File: config.mk
export PLATFORM = sky130hd
export DESIGN_NAME = prog_mem_loader
export DESIGN_NICKNAME = d
export VERILOG_FILES = /design/src/rtl/prog_mem_loader.sv
export SDC_FILE = /design/constraint.sdc
export NUM_CORES = 2
export LEC_CHECK = 0
export BUFFER_PORTS_ARGS = -buffer_cell sky130_fd_sc_hd__buf_2
export CORE_UTILIZATION = 61
export CTS_BUF_LIST = sky130_fd_sc_hd__clkbuf_2
export DETAILED_ROUTE_END_ITERATION = 7
export HOLD_SLACK_MARGIN = 0.1
export PLACE_DENSITY = 0.76
export SYNTH_ARGS = -nofsm -noshare
export SYNTH_HDL_FRONTEND = slang
export SYNTH_SLANG_ARGS = --single-unit
export TNS_END_PERCENT = 10
File: constraint.sdc
create_clock -name clk -period 3.9 [get_ports clk]
set_input_delay 0.39 -clock clk [delete_from_list [all_inputs] [get_ports clk]]
set_output_delay 0.39 -clock clk [all_outputs]
set_load 0.005 [all_outputs]
File: src/rtl/prog_mem_loader.sv
// rtl/prog_mem_loader.sv - program RAM loaded from a framed, checksummed byte stream
module prog_mem_loader #(
  parameter int DATA_W    = 8,
  parameter int ADDR_W    = 8,
  parameter int LOAD_BASE = 0
) (
  input  logic              clk,
  input  logic              rst_n,
  input  logic              start,
  input  logic              s_valid,
  input  logic [DATA_W-1:0] s_data,
  output logic              s_ready,
  input  logic [ADDR_W-1:0] rd_addr,
  output logic [DATA_W-1:0] rd_data,
  output logic              cpu_run,
  output logic              load_err,
  output logic              busy,
  output logic [ADDR_W:0]   words_loaded
);

  localparam int DEPTH = 1 << ADDR_W;
  // LEN byte of zero stands for a full-memory image, which needs one extra count bit.
  localparam logic [ADDR_W:0]   FULL_CNT = (ADDR_W+1)'(1) << ADDR_W;
  localparam logic [ADDR_W:0]   ONE_CNT  = (ADDR_W+1)'(1);
  localparam logic [ADDR_W-1:0] BASE     = ADDR_W'(LOAD_BASE);

  typedef enum logic [2:0] {
    S_IDLE,
    S_LEN,
    S_DATA,
    S_CSUM,
    S_DONE,
    S_ERR
  } state_t;

  state_t state, state_nxt;

  logic [DATA_W-1:0] mem [DEPTH];
  logic [ADDR_W-1:0] ptr;
  logic [DATA_W-1:0] sum;
  logic [ADDR_W:0]   remaining;
  logic [ADDR_W:0]   len_cnt;
  logic [DATA_W-1:0] csum_total;
  logic              xfer;
  logic              len_take;
  logic              data_take;

  // Stream-facing flags are pure decodes of the state register, so they never look at s_valid.
  assign s_ready  = (state == S_LEN) || (state == S_DATA) || (state == S_CSUM);
  assign busy     = s_ready;
  assign cpu_run  = (state == S_DONE);
  assign load_err = (state == S_ERR);

  assign xfer       = s_valid && s_ready;
  assign len_cnt    = (s_data == '0) ? FULL_CNT : (ADDR_W+1)'(s_data);
  assign csum_total = sum + s_data;

  // Asynchronous read port: same-cycle writes show up only after the edge.
  assign rd_data = mem[rd_addr];

  // State register.
  always_ff @(posedge clk or negedge rst_n) begin
    if (!rst_n) begin
      state <= S_IDLE;
    end else begin
      state <= state_nxt;
    end
  end

  // Next-state and datapath strobes; start overrides any coincident byte.
  always_comb begin
    state_nxt = state;
    len_take  = 1'b0;
    data_take = 1'b0;
    if (start) begin
      state_nxt = S_LEN;
    end else begin
      case (state)
        S_LEN: begin
          if (xfer) begin
            len_take  = 1'b1;
            state_nxt = S_DATA;
          end
        end
        S_DATA: begin
          if (xfer) begin
            data_take = 1'b1;
            if (remaining == ONE_CNT) begin
              state_nxt = S_CSUM;
            end
          end
        end
        S_CSUM: begin
          if (xfer) begin
            state_nxt = (csum_total == '0) ? S_DONE : S_ERR;
          end
        end
        default: begin
          state_nxt = state;
        end
      endcase
    end
  end

  // Frame bookkeeping: write pointer, running sum, byte counters.
  always_ff @(posedge clk or negedge rst_n) begin
    if (!rst_n) begin
      ptr          <= BASE;
      sum          <= '0;
      remaining    <= '0;
      words_loaded <= '0;
    end else if (len_take) begin
      ptr          <= BASE;
      sum          <= '0;
      remaining    <= len_cnt;
      words_loaded <= '0;
    end else if (data_take) begin
      ptr          <= ptr + 1'b1;
      sum          <= sum + s_data;
      remaining    <= remaining - ONE_CNT;
      words_loaded <= words_loaded + ONE_CNT;
    end
  end

  // RAM write port; contents deliberately survive reset.
  always_ff @(posedge clk) begin
    if (data_take) begin
      mem[ptr] <= s_data;
    end
  end

endmodule

==> summary.md <==
| Metric | Value |
|---|---|
| Antenna Nets Post-Route | 0 |
| Avg Inst Size Synth | 21.19 um^2 |
| Yosys cell types | 52 |
| Main synth FF type | edfxtp_1 |
| Mux share of post-synthesis cell area | 0.1444 |
| R2R setup slack | approximately 0.1 ns |
| Worst-path fanout max | 1 |
| # DRC | 0 |
| WP data arrival | between 4 and 5 ns |
| Die width | between 300 and 400 um |
| Hold path depth | 6 |
| Slew HR | 0.1804 |
| Worst min-delay path class | input pin to flop |
| Vias | about 42000 |
| Ys Warns | 0 |
| Pre-CTS setup slack | around 0.026 ns |
| Largest family of logic cells by synthesized area | multiplexers |
| Die area | about 130000 um^2 |
| Largest net degree at the start of global routing | between 150 and 200 |
| Clock buffer count from CTS | about 500 |
| Max clock buf depth | 4 |
| Clock skew | 0.1362 ns |
| Initial antenna violation count | 3 |
| Iteration-0 DRC Markers | approximately 5400 |
| Most common cell after layout, fill and taps aside | edfxtp_1 |
| Post CTS Setup Buffer Count | 0 |
| Asr flop ratio synth | 0.01775 |
| Sink Count | roughly 2100 |
| Mapped Cells | 3802 |
| Crit path time final | about 4.5 ns |
| Area grow syn2layout | 11.57% |
| Unrepaired setup endpoints after global routing | yes |
| Seq/Total Area, Yosys | 0.7750 |
| EDFF count, synth | 2048 |
| DP Cell Count | between 5000 and 6000 |
| Final Cycle Share | 1.142 |
| Ratio of cells with drive above 1 in the final layout | 0.3395 |
| Final slew viol count | 0 |
| CTS clk-pin slew, worst paths | about 0.11 ns |
| Clk_lat worst skew | ~1.8 ns |
| Outcome | finished with violations |
| Avg WL per Cell | 28.86 um |
| Vias/cell | ~6.5 |
| Vias in the first global route | around 43000 |
| CTS tree | built |
| Hold EP | ptr[5] |
| Worst Tran Pin Value | ~1.2 ns |
| # rows | about 130 |
| Sum Neg Setup Slack | -4.226 ns |
| FMAX | roughly 0.22 GHz |
| First-pass GRT wire length | around 280 mm |
| Boundary Pins | slightly above 40 |
| Fin nets | 4418 |
| Max Cap Viol | 0 |
| Starting Density | 0.6181 |
| DRT Wirelength | between 150 and 200 mm |
| Fin. Hold Viols | 0 |
| Leakage power | about 29 nW |
| Setup crit start kind | flop |
| Worst Path Required | around 3.5 ns |
| Setup ws final | -0.5547 ns |
| Worst r2r src | sum[1] |
| Synth Area in Adders | 0.002423 |
| CTS H-tree lvls | 5 |
| Grt ovf | 0 |
| Failing checks | negative setup slack |
| Hold path start | start |
| IO Port Bufs | 40 |
| Mapped Area | about 81000 um^2 |
| Max VDD drop | between 0.3 and 0.4 mV |
| Final setup vio count | 9 |
| GP Congestion | between 0.9 and 1 |
| Post-synthesis simple-gate area fraction | 0.02558 |
| Die Y | around 370 um |
| Root buffer cell | clkbuf_2 |
| Final Instance Count excl. Fillers | 6486 |
| DP HPWL | ~110 mm |
| Most frequent cells in the layout | 2048 x edfxtp_1, 686 x clkbuf_2, 480 x mux4_2, 319 x nor2_1, 187 x buf_4 |
| Kind of critical path | flop to output pin |
| Core Area | approximately 130000 um^2 |
| Post-Synth XOR/XNOR Area | 0.001740 |
| DR pass1 iterations | 6 |
| CP endpoint kind | output pin |
| Worst Reg-to-Reg Cells | 10 |
| Cell area power density | between 400 and 500 nW/um^2 |
| Synth Area in Compound Gates | 0.03609 |
| Syn nets | between 3000 and 4000 |
| GRT Util Overall | 0.2882 |
| Synth Register Bits | around 2100 |
| Reg2Reg Capture Point | state[0] |
cell families after synthesis:
logic type | after synthesis
flops | 2085
buf+inv | 234
xor+xnor | 16
fa+ha+maj | 15
compound gates | 409
simple gates | 482
mux | 561
cells in the mapped netlist, types with 3 or more instances:
cell | number | share of area
a211oi_1 | 18 | 0.0017
a21o_1 | 11 | 0.0010
a21oi_1 | 59 | 0.0037
a221oi_1 | 32 | 0.0035
a22o_1 | 60 | 0.0065
a22oi_1 | 56 | 0.0052
a31oi_1 | 17 | 0.0013
and2_1 | 5 | 0.00039
buf_1 | 28 | 0.0013
buf_2 | 43 | 0.0027
buf_4 | 30 | 0.0028
buf_6 | 19 | 0.0027
clkbuf_1 | 107 | 0.0050
dfrtp_1 | 37 | 0.011
edfxtp_1 | 2048 | 0.76
ha_1 | 14 | 0.0022
inv_1 | 7 | 0.00033
mux2_2 | 8 | 0.0011
mux2i_1 | 73 | 0.0091
mux4_2 | 480 | 0.13
nand2_1 | 54 | 0.0025
nand2b_1 | 5 | 0.00039
nand3_1 | 22 | 0.0014
nand3b_1 | 4 | 0.00037
nand4_1 | 8 | 0.00062
nor2_1 | 321 | 0.015
nor2b_1 | 14 | 0.0011
nor3_1 | 14 | 0.00087
nor3b_1 | 4 | 0.00037
nor4_1 | 7 | 0.00054
o21ai_0 | 23 | 0.0014
o221ai_1 | 33 | 0.0036
o22ai_1 | 89 | 0.0069
or2_2 | 3 | 0.00023
or3_1 | 13 | 0.0010
xnor2_1 | 5 | 0.00054
xor2_1 | 11 | 0.0012
stage by stage:
stage,hold slack (ns),instance area (um^2),power (W),utilization
final,0.3607,89860,0.04038,0.6896
after global routing,0.2547,89860,0.04181,0.6896
after CTS,0.1465,89780,0.04056,0.6890
after detailed placement,0.4795,84230,0.02745,0.6463
after global placement,0.4689,84230,0.02739,0.6463
after floorplan,0.09441,80550,0.02636,-
timing repair:
item,CTS,global route
hold buffers,44,0
endpoints found under the setup margin,8,9
gates resized for setup,136,13
endpoints found under the hold margin,3151,0
pin swaps,45,6
routing by layer:
layer | track usage | vias to the layer above | part of all wire
met4 | 0.1062 | 0 | 0.029
met3 | 0.06386 | 330 | 0.11
met5 | 0 | - | 0
met2 | 0.4453 | 2681 | 0.48
li1 | - | 17420 | -
met1 | 0.4111 | 21500 | 0.37
flip-flops by register name, summed over array words and instances, names as in the netlist:
name          flops
words_loaded      9
sum               8
mem            2048
state             3
ptr               8
remaining         9
critical path, cell delays in order (launching register included):
cell	delay [ns]
edfxtp_1	0.38
mux4_2	0.51
a22o_4	0.29
a221oi_4	0.28
o22ai_2	0.16
o22ai_1	0.18
buf_4	0.20
nor3_2	0.07
buf_2	0.14
worst max-delay path by stage:
stage                 from          to  slack (ns)  cells after the start
2_1_floorplan   rd_addr[0]  rd_data[0]        1.32                      8
3_3_place_gp    rd_addr[0]  rd_data[5]        0.05                     10
3_5_place_dp    rd_addr[0]  rd_data[5]        0.03                     10
4_1_cts        mem[185][3]  rd_data[3]       -0.71                      8
5_1_grt         mem[11][4]  rd_data[4]       -0.70                      8
6_report        mem[11][4]  rd_data[4]       -0.55                      8
report_power, final:
group | leakage, nW | switching, W | internal [W]
Sequential | 18.9 | 0.0000528 | 0.0246
Combinational | 6.92 | 0.00153 | 0.000980
Clock | 3.21 | 0.00829 | 0.00493
Total | 29.0 | 0.00986 | 0.0305
layout make-up:
type                       count  area (um^2)
clock inverter               163        729.5
timing repair buffer         316         3133
antenna                        4        10.01
inverter                       7        26.28
multi-input combinational   1483        17930
clock buffer                 686         3433
sequential                  2085        62420
tap                         1742         2180
fill                        7913        40450
Note: power is estimated with default switching activity, not from simulation.
